## src/rtl/uart_rx_pkg.sv

```systemverilog
// Serial-link shared definitions: receiver state encoding, 8N1 frame constants
// and the three-sample majority vote.
package uart_rx_pkg;

    localparam logic [2:0] ST_IDLE  = 3'd0;
    localparam logic [2:0] ST_START = 3'd1;
    localparam logic [2:0] ST_DATA  = 3'd2;
    localparam logic [2:0] ST_STOP  = 3'd3;
    localparam logic [2:0] ST_BREAK = 3'd4;

    typedef enum logic [2:0] {
        RX_IDLE  = ST_IDLE,
        RX_START = ST_START,
        RX_DATA  = ST_DATA,
        RX_STOP  = ST_STOP,
        RX_BREAK = ST_BREAK
    } rx_state_e;

    localparam int   DATA_BITS   = 8;
    localparam logic START_LEVEL = 1'b0;
    localparam logic STOP_LEVEL  = 1'b1;

    function automatic logic maj3(input logic a, input logic b, input logic c);
        return (a & b) | (a & c) | (b & c);
    endfunction

endpackage

```

## src/rtl/uart_rx_if.sv

```systemverilog
// Byte hand-off from the receiver to its consumer: holding register, ack, error pulses.
interface uart_rx_if;
    import uart_rx_pkg::*;

    logic [DATA_BITS-1:0] data;
    logic                 valid;
    logic                 ack;
    logic                 frame_err;
    logic                 overrun;

    modport master (
        output data,
        output valid,
        output frame_err,
        output overrun,
        input  ack
    );

    modport slave (
        input  data,
        input  valid,
        input  frame_err,
        input  overrun,
        output ack
    );

endinterface

```

## src/rtl/uart_rx_sync.sv

```systemverilog
// Two-flop synchronizer for the RX pin plus a previous-value flop; flags a
// falling edge only once the synchronized line has been seen high after reset.
module uart_rx_sync (
    input  logic clk_i,
    input  logic rst_i,
    input  logic pin_i,
    output logic line_o,
    output logic fall_o
);
    logic       s1_q, s2_q, s3_q;
    logic [1:0] settle_q, settle_d;
    logic       armed_q, armed_d;

    // s2 carries the real line only two edges after reset; until then it is the reset 1.
    always_comb begin
        settle_d = {settle_q[0], 1'b1};
        armed_d  = armed_q | (settle_q[1] & s2_q);
    end

    always_ff @(posedge clk_i) begin
        if (rst_i) begin
            s1_q     <= 1'b1;
            s2_q     <= 1'b1;
            s3_q     <= 1'b1;
            settle_q <= 2'b00;
            armed_q  <= 1'b0;
        end else begin
            s1_q     <= pin_i;
            s2_q     <= s1_q;
            s3_q     <= s2_q;
            settle_q <= settle_d;
            armed_q  <= armed_d;
        end
    end

    assign line_o = s2_q;
    assign fall_o = armed_q & s3_q & ~s2_q;

endmodule

```

## src/rtl/uart_rx.sv

```systemverilog
// 8N1 receiver: mid-bit majority vote at OVERSAMPLE clocks per bit, frame FSM,
// and a one-entry holding register with valid/ack, framing and overrun pulses.
module uart_rx
    import uart_rx_pkg::*;
#(
    parameter int OVERSAMPLE = 16
) (
    input  logic      clk_i,
    input  logic      rst_i,
    input  logic      pin_i,
    uart_rx_if.master rx
);
    localparam int H  = OVERSAMPLE / 2;
    localparam int CW = $clog2(OVERSAMPLE);
    localparam int IW = $clog2(DATA_BITS);

    localparam logic [CW-1:0] CNT_SMP0 = CW'(H - 1);
    localparam logic [CW-1:0] CNT_SMP1 = CW'(H);
    localparam logic [CW-1:0] CNT_VOTE = CW'(H + 1);
    localparam logic [CW-1:0] CNT_MAX  = CW'(OVERSAMPLE - 1);
    localparam logic [IW-1:0] IDX_LAST = IW'(DATA_BITS - 1);

    logic line, fall;

    uart_rx_sync u_sync (
        .clk_i  (clk_i),
        .rst_i  (rst_i),
        .pin_i  (pin_i),
        .line_o (line),
        .fall_o (fall)
    );

    rx_state_e            state_q, state_d;
    logic [CW-1:0]        cnt_q, cnt_d;
    logic [IW-1:0]        idx_q, idx_d;
    logic [DATA_BITS-1:0] shreg_q, shreg_d;
    logic [1:0]           smp_q, smp_d;
    logic [DATA_BITS-1:0] data_q, data_d;
    logic                 valid_q, valid_d;
    logic                 ferr_q, ferr_d;
    logic                 ovr_q, ovr_d;

    logic vote_now, vote, done;

    assign vote_now = (cnt_q == CNT_VOTE);
    assign vote     = maj3(smp_q[1], smp_q[0], line);

    always_comb begin
        state_d = state_q;
        cnt_d   = cnt_q;
        idx_d   = idx_q;
        shreg_d = shreg_q;
        smp_d   = smp_q;
        done    = 1'b0;
        ferr_d  = 1'b0;

        // Tick counter runs free across START/DATA/STOP so votes stay OVERSAMPLE apart.
        if (state_q == RX_START || state_q == RX_DATA || state_q == RX_STOP) begin
            cnt_d = (cnt_q == CNT_MAX) ? '0 : cnt_q + CW'(1);
            if (cnt_q == CNT_SMP0) smp_d[1] = line;
            if (cnt_q == CNT_SMP1) smp_d[0] = line;
        end

        unique case (state_q)
            RX_IDLE: begin
                cnt_d = '0;
                if (fall) begin
                    state_d = RX_START;
                    cnt_d   = CW'(1);
                end
            end
            RX_START: begin
                if (vote_now) begin
                    if (vote == START_LEVEL) begin
                        state_d = RX_DATA;
                        idx_d   = '0;
                    end else begin
                        state_d = RX_IDLE;
                        cnt_d   = '0;
                    end
                end
            end
            RX_DATA: begin
                if (vote_now) begin
                    shreg_d = {vote, shreg_q[DATA_BITS-1:1]};
                    if (idx_q == IDX_LAST) state_d = RX_STOP;
                    else                   idx_d   = idx_q + IW'(1);
                end
            end
            RX_STOP: begin
                if (vote_now) begin
                    cnt_d = '0;
                    if (vote == STOP_LEVEL) begin
                        done    = 1'b1;
                        state_d = RX_IDLE;
                    end else begin
                        ferr_d  = 1'b1;
                        state_d = RX_BREAK;
                    end
                end
            end
            RX_BREAK: begin
                cnt_d = '0;
                if (line) state_d = RX_IDLE;
            end
            default: begin
                state_d = RX_IDLE;
                cnt_d   = '0;
            end
        endcase
    end

    // Holding register: an ack coincident with completion lets the new byte replace the old one.
    always_comb begin
        data_d  = data_q;
        valid_d = valid_q;
        ovr_d   = 1'b0;
        if (done) begin
            if (!valid_q || rx.ack) begin
                data_d  = shreg_q;
                valid_d = 1'b1;
            end else begin
                ovr_d = 1'b1;
            end
        end else if (valid_q && rx.ack) begin
            valid_d = 1'b0;
        end
    end

    always_ff @(posedge clk_i) begin
        if (rst_i) begin
            state_q <= RX_IDLE;
            cnt_q   <= '0;
            idx_q   <= '0;
            shreg_q <= '0;
            smp_q   <= '0;
            data_q  <= '0;
            valid_q <= 1'b0;
            ferr_q  <= 1'b0;
            ovr_q   <= 1'b0;
        end else begin
            state_q <= state_d;
            cnt_q   <= cnt_d;
            idx_q   <= idx_d;
            shreg_q <= shreg_d;
            smp_q   <= smp_d;
            data_q  <= data_d;
            valid_q <= valid_d;
            ferr_q  <= ferr_d;
            ovr_q   <= ovr_d;
        end
    end

    assign rx.data      = data_q;
    assign rx.valid     = valid_q;
    assign rx.frame_err = ferr_q;
    assign rx.overrun   = ovr_q;

endmodule

```

## src/flat_wrapper.sv

```systemverilog
// flat-port wrapper written by rule: the top's interface ports become plain ports
module uart_rx_flat import uart_rx_pkg::*;
#(
    parameter int OVERSAMPLE = 16
)
  (clk_i, rst_i, pin_i, rx_data, rx_valid, rx_frame_err, rx_overrun, rx_ack);
  uart_rx_if rx_i ();
  input  logic clk_i;
  input  logic rst_i;
  input  logic pin_i;
  output wire logic [$bits(rx_i.data)-1:0] rx_data;
  output wire logic [$bits(rx_i.valid)-1:0] rx_valid;
  output wire logic [$bits(rx_i.frame_err)-1:0] rx_frame_err;
  output wire logic [$bits(rx_i.overrun)-1:0] rx_overrun;
  input wire logic [$bits(rx_i.ack)-1:0] rx_ack;
  assign rx_data = rx_i.data;
  assign rx_valid = rx_i.valid;
  assign rx_frame_err = rx_i.frame_err;
  assign rx_overrun = rx_i.overrun;
  assign rx_i.ack = rx_ack;
  uart_rx #(.OVERSAMPLE(OVERSAMPLE)) u_core (.clk_i(clk_i), .rst_i(rst_i), .pin_i(pin_i), .rx(rx_i));
endmodule
```

## config.mk

```make
export PLATFORM = sky130hd
export DESIGN_NAME = uart_rx_flat
export DESIGN_NICKNAME = d
export VERILOG_FILES = /design/src/rtl/uart_rx_pkg.sv /design/src/rtl/uart_rx_if.sv /design/src/rtl/uart_rx_sync.sv /design/src/rtl/uart_rx.sv /design/src/flat_wrapper.sv
export SDC_FILE = /design/constraint.sdc
export NUM_CORES = 1
export LEC_CHECK = 0
export ABC_AREA = 1
export ABC_CLOCK_PERIOD_IN_PS = 1600
export BUFFER_PORTS_ARGS = -buffer_cell sky130_fd_sc_hd__buf_2
export CAP_MARGIN = 20
export CORE_MARGIN = 8
export CORE_UTILIZATION = 55
export CTS_CLUSTER_DIAMETER = 50
export DETAILED_ROUTE_END_ITERATION = 10
export GPL_TIMING_DRIVEN = 0
export PLACE_DENSITY = 0.74
export SYNTH_ARGS = -nofsm -noshare
export SYNTH_HDL_FRONTEND = slang
export SYNTH_SLANG_ARGS = --single-unit
```

## constraint.sdc

```tcl
create_clock -name clk_i -period 1.6 [get_ports clk_i]
set_input_delay 0.24 -clock clk_i [delete_from_list [all_inputs] [get_ports clk_i]]
set_output_delay 0.24 -clock clk_i [all_outputs]
set_load 0.02 [all_outputs]
```

# After elaboration in Yosys (flattened, before gate mapping)

Cells that the tools add are included.

Output and inout bits: 11
Register bits after elaboration: 37
Input bits: 4

Bitwise logic cells: 13
Equality and inequality tests: 18
Mux-type cells: 30
Reduce and logical (&&, ||, !) cells: 17
Add/subtract/negate cells: 2

Operators with widths:

| cell                                           | number |
|---|---|
| two-way mux 3 bit                              | 11 |
| two-way mux 4 bit                              | 5 |
| one-hot mux 4 bit (4 select lines)             | 1 |
| one-hot mux 3 bit (5 select lines)             | 1 |
| == test 4 bit (second input constant)          | 3 |
| two-way mux 1 bit                              | 10 |
| != test 2 bit (second input constant)          | 5 |
| AND reduction 2 bit                            | 5 |
| != test 2 x 1 -> 1 bit (second input constant) | 4 |
| bitwise AND 1 bit                              | 6 |
| == test 3 x 2 -> 1 bit (second input constant) | 2 |
| == test 3 bit (second input constant)          | 2 |
| one-hot mux 3 bit (2 select lines)             | 1 |
| AND reduction 6 bit                            | 1 |
| AND reduction 5 bit                            | 1 |
| adder 4 x 1 -> 4 bit (second input constant)   | 1 |
| == test 4 x 3 -> 1 bit (second input constant) | 1 |
| NOT 1 bit                                      | 4 |
| nonzero test 2 bit                             | 2 |
| adder 3 x 1 -> 3 bit (second input constant)   | 1 |
| == test 3 x 1 -> 1 bit (second input constant) | 1 |
| logical NOT 3 bit                              | 1 |
| logical OR 1 bit                               | 3 |
| OR 1 bit                                       | 3 |
| 5 further kinds                                | 5 |

# Logic depth before layout (Yosys ltp)

Depth after elaboration: 8
Mapped depth: 9
Depth with buffers taken out: 9

# Modules after synthesis

Synthesis repeated with hierarchy kept, for this count alone.

Cell total of the unflattened synthesis: 216
Area total of the unflattened synthesis: 1711.6 µm²

By module, submodules not included:

| module       | instances | cells each | area each (µm²) |
|---|---|---|---|
| uart_rx      | 1         | 199        | 1541.5 |
| uart_rx_sync | 1         | 17         | 170.2 |

# Worst setup path before layout

No wires, ideal clock.

Kind: reg-to-reg
Start point: register u_core.cnt_q[0]
End point: register u_core.data_q[4], in the netlist u_core.rx.data[4]
Stages on the path, launching flop included: 8
Slack: 0.324 ns
Data required time: 1.530 ns
Arrival: 1.205 ns
Path buffers: 0
Period minus slack after synthesis: 1.276 ns
Cell sequence: dfxtp_1 -> ha_1 -> nand3_4 -> nor2_4 -> nand3_4 -> clkinv_4 -> nand2_1 -> a21oi_1

Cells in the longest elaborated chain, start to end: 4

RTL lines:

| what                          | RTL line       | RTL |
|---|---|---|
| start, declared               | uart_rx.sv:34  | `logic [CW-1:0] cnt_q, cnt_d;` |
| start signal, assigned        | uart_rx.sv:143 | `cnt_q <= cnt_d;` |
| == test 4 bit                 | uart_rx.sv:45  | `assign vote_now = (cnt_q == CNT_VOTE);` |
| two-way mux 1 bit             | uart_rx.sv:91  | `if (vote_now) begin` |
| two-way mux 1 bit             | uart_rx.sv:64  | `unique case (state_q)` |
| AND reduction 2 bit (no line) | --             |  |
| end signal, assigned          | uart_rx.sv:147 | `data_q <= data_d;` |
| end, declared                 | uart_rx.sv:38  | `logic [DATA_BITS-1:0] data_q, data_d;` |

No other way between the ends.
A chain may end at the register's enable or synchronous reset.

# Worst setup path in the final report

Start point: register u_core.cnt_q[1]
End point: register u_core.data_q[2], in the netlist u_core.rx.data[2]

The elaborated chain is that of the path after synthesis.

==> results.md <==
- Top-area cell type share of the netlist area: a little under half
- Post-DP HPWL: 2.37 mm
- Setup TNS Final: 0 ns
- Critical path arrival: 1.73 ns
- Post-synth top cells: 42 x nand2_1, 37 x dfxtp_1, 31 x nor2_1
- Share of cells above drive strength 1: 18.5%
- Synth area leader: dfxtp_1
- Cell variety after synth: 26
- Die ar.: 4880 um^2
- First-pass GRT wire length: 5.33 mm
- Top cells by area, synth: dfxtp_1 46%, nand2_1 9.9%, nor2_1 7.3%
- Num ports: 15
- Layout area overhead: 12.5%
- Worst vdd ir: 1.05 mV
- Vias in the first global route: 1282
- Footprint of the multi-input gates: ~730 um^2
- Mapped cell area: 1590 um^2
- Critical path startpoint category: flop
- Drt pass-1 iters: 5
- Cell with the most instances after synthesis: nand2_1
- Dpl ws: 0.134 ns
- Post-CTS setup buffers: 0
- Crit-path max FO: 9
- Max-cap violations: 0
- Syn Inst Count: 210
- Min cycle time layout: 1.44 ns
- Final core area utilization: 65.0%
- Top FF cell, synth: dfxtp_1
- Max transition margin: 70.8%
- Number of fill cells: approximately 250
- Final setup skew: 0.0112 ns
- Syn_nets: 219
- Hold path startpoint: pin_i
- Reg area: approximately 740 um^2
- Vias per cell: 5.13
- Number of synthesized flops with an enable pin: 0
- Worst Reg-to-Reg Cells: 8
- Port Buf Inserts: 14
- #FFs+latches synth: 37
- R2R Path Start: u_core.cnt_q[1]
- Syn Area/Cell: 7.59 um^2
- Die height: around 70 um
- Post-synthesis sequential area ratio: between 40% and 50%
- Starting Density: just under 60%
- Hold-fix buffers at CTS: 0
- Max Buffers Root-to-Sink: 2
- Max Slew Vio Count: 0
- Worst R2R Setup Slack: 0.16 ns
- Routed len/inst: 11.9 um
- Power per Cell Area: 1050 nW/um^2
- Worst hold path class: in -> reg
- Async S/R FF share, synth: 0%
- Remaining DRCs: 0
- Initial antenna violation count: 0
- # diodes: 0
- H-tree levels: 2
- Worst R2R End: u_core.rx.data[2]
- GR Overflow Total: 0
- ANT nets after route: 0
- CP Class: reg -> reg
- Final setup viols: 0
- Req. time, crit path: 1.89 ns
- Initial DRC count: 71
- TritonCTS Sinks: 37
- Hold EP: u_core.u_sync.s1_q
- GPL Wtd Cong: 0.946
- Fin worst setup slack: between 0.15 and 0.2 ns
- Reg clk slew, reported paths: 0.11 ns
- Worst-Margin Slew: 0.438 ns
- Worst-skew pair later-pin latency: 0.35 ns
- Final hold vios: 0
- Yosys warning count: 0
- Row Count: 19
- Largest net degree at the start of global routing: 13
- Max Clk Rate: 693 MHz
- TritonCTS Buffers: 5
- CTS tree: built
- Overall routing resource usage: 13.4%
- # nets final: 240
- CTS root buf: clkbuf_4
- Core ar.: 2760 um^2
- Die Wd: 69.8 um
- WL final: around 3.1 mm
- Worst hold path depth: 2
- Crit. End Element: flop
- Unrepaired setup endpoints after global routing: false
- Crit share post-route: between 90 and 100%
- Outcome: complete, no violations
- Vias: between 1000 and 1500
- Leakage: roughly 0.77 nW
[worst max-delay path: stages, from the launching register on]
cell      delay [ns]
dfxtp_1         0.34
inv_1           0.07
ha_1            0.21
nand3_4         0.14
nor2_4          0.18
nand3_4         0.14
clkinv_4        0.10
nand2_1         0.06
a21oi_1         0.13
[layout make-up]
cell class,instances,share of cell area [%]
inverter,25,5.51
clock buffer,6,2.86
sequential,37,41.4
tap,31,2.16
timing repair buffer,14,3.91
clock inverter,2,2.09
multi-input combinational,144,40.8
buffer,4,1.33
[stage by stage]
| stage | std cells | total power [mW] | cell area, um^2 | hold WS [ns] |
|---|---|---|---|---|
| 2_1_floorplan | 210 | 1.16 | 1590 | 0.344 |
| 6_report | 263 | 1.89 | 1790 | 0.0640 |
| 3_3_place_gp | 255 | 1.20 | 1700 | 0.392 |
| 3_5_place_dp | 255 | 1.21 | 1700 | 0.393 |
| 4_1_cts | 263 | 1.90 | 1790 | 0.0498 |
| 5_1_grt | 263 | 1.97 | 1790 | 0.0741 |
[layout by cell type (no fill, tap or decap), drive strengths merged]
cell type and count:
a21oi 19, buf 16, bufinv 1, clkbuf 8
clkinv 2, clkinvlp 1, dfxtp 37, ha 5
inv 23, nand2 44, nand3 13, nand4 2
nor2 37, nor3 3, nor4 1, o21ai 16
o21bai 1, or2 3
[power breakdown]
group	switching, mW	internal, mW	leakage [nW]	total (mW)
clock	0.317	0.371	0.0445	0.689
sequential	0.0251	0.948	0.300	0.973
combinational	0.151	0.0734	0.427	0.224
[flip-flops by register name (all words and copies together), names as in the netlist]
register and count:
u_core.state_q 3, u_core.rx.frame_err 1, u_core.u_sync.s3_q 1, u_core.smp_q 2
u_core.u_sync.s1_q 1, u_core.cnt_q 4, u_core.u_sync.line_o 1, u_core.u_sync.settle_q 2
u_core.rx.data 8, u_core.shreg_q 8, u_core.rx.overrun 1, u_core.rx.valid 1
u_core.u_sync.armed_q 1, u_core.idx_q 3
[how the worst max path moves through the flow]
stage	from	endpoint	slack, ns	depth (start not counted)
after detailed placement	u_core.cnt_q[0]	u_core.rx.data[2]	0.13	7
after floorplan	u_core.cnt_q[0]	u_core.rx.data[4]	0.32	7
after global routing	u_core.cnt_q[1]	u_core.state_q[1]	0.02	8
after global placement	u_core.cnt_q[0]	u_core.rx.data[0]	0.19	7
final	u_core.cnt_q[1]	u_core.rx.data[2]	0.16	8
after CTS	u_core.cnt_q[0]	u_core.rx.data[2]	0.1	7
[kinds of logic (layout without fill, tap and decap cells)]
group / count (synthesis) / in the layout / synth area share [%]
compound gates: 36 / 36 / 11.7
flops: 37 / 37 / 46.5
fa+ha+maj: 5 / 5 / 3.92
buf+inv: 29 / 51 / 7.69
simple gates: 103 / 103 / 30.2
[timing repair]
item,4_1_cts,5_1_grt
endpoints found under the hold margin,0,0
resized for setup,0,1
endpoints found under the setup margin,0,1
[layer usage]
layer / global-route usage [%] / share of wire (%) / routed length, um
met1: 14.2 / 42 / 1320
met2: 23.0 / 52 / 1620
met3: 3.43 / 4.3 / 135
met4: 8.26 / 1.4 / 44
met5: 0 / 0 / 0
No activity file was read; power rests on OpenSTA's default activity.
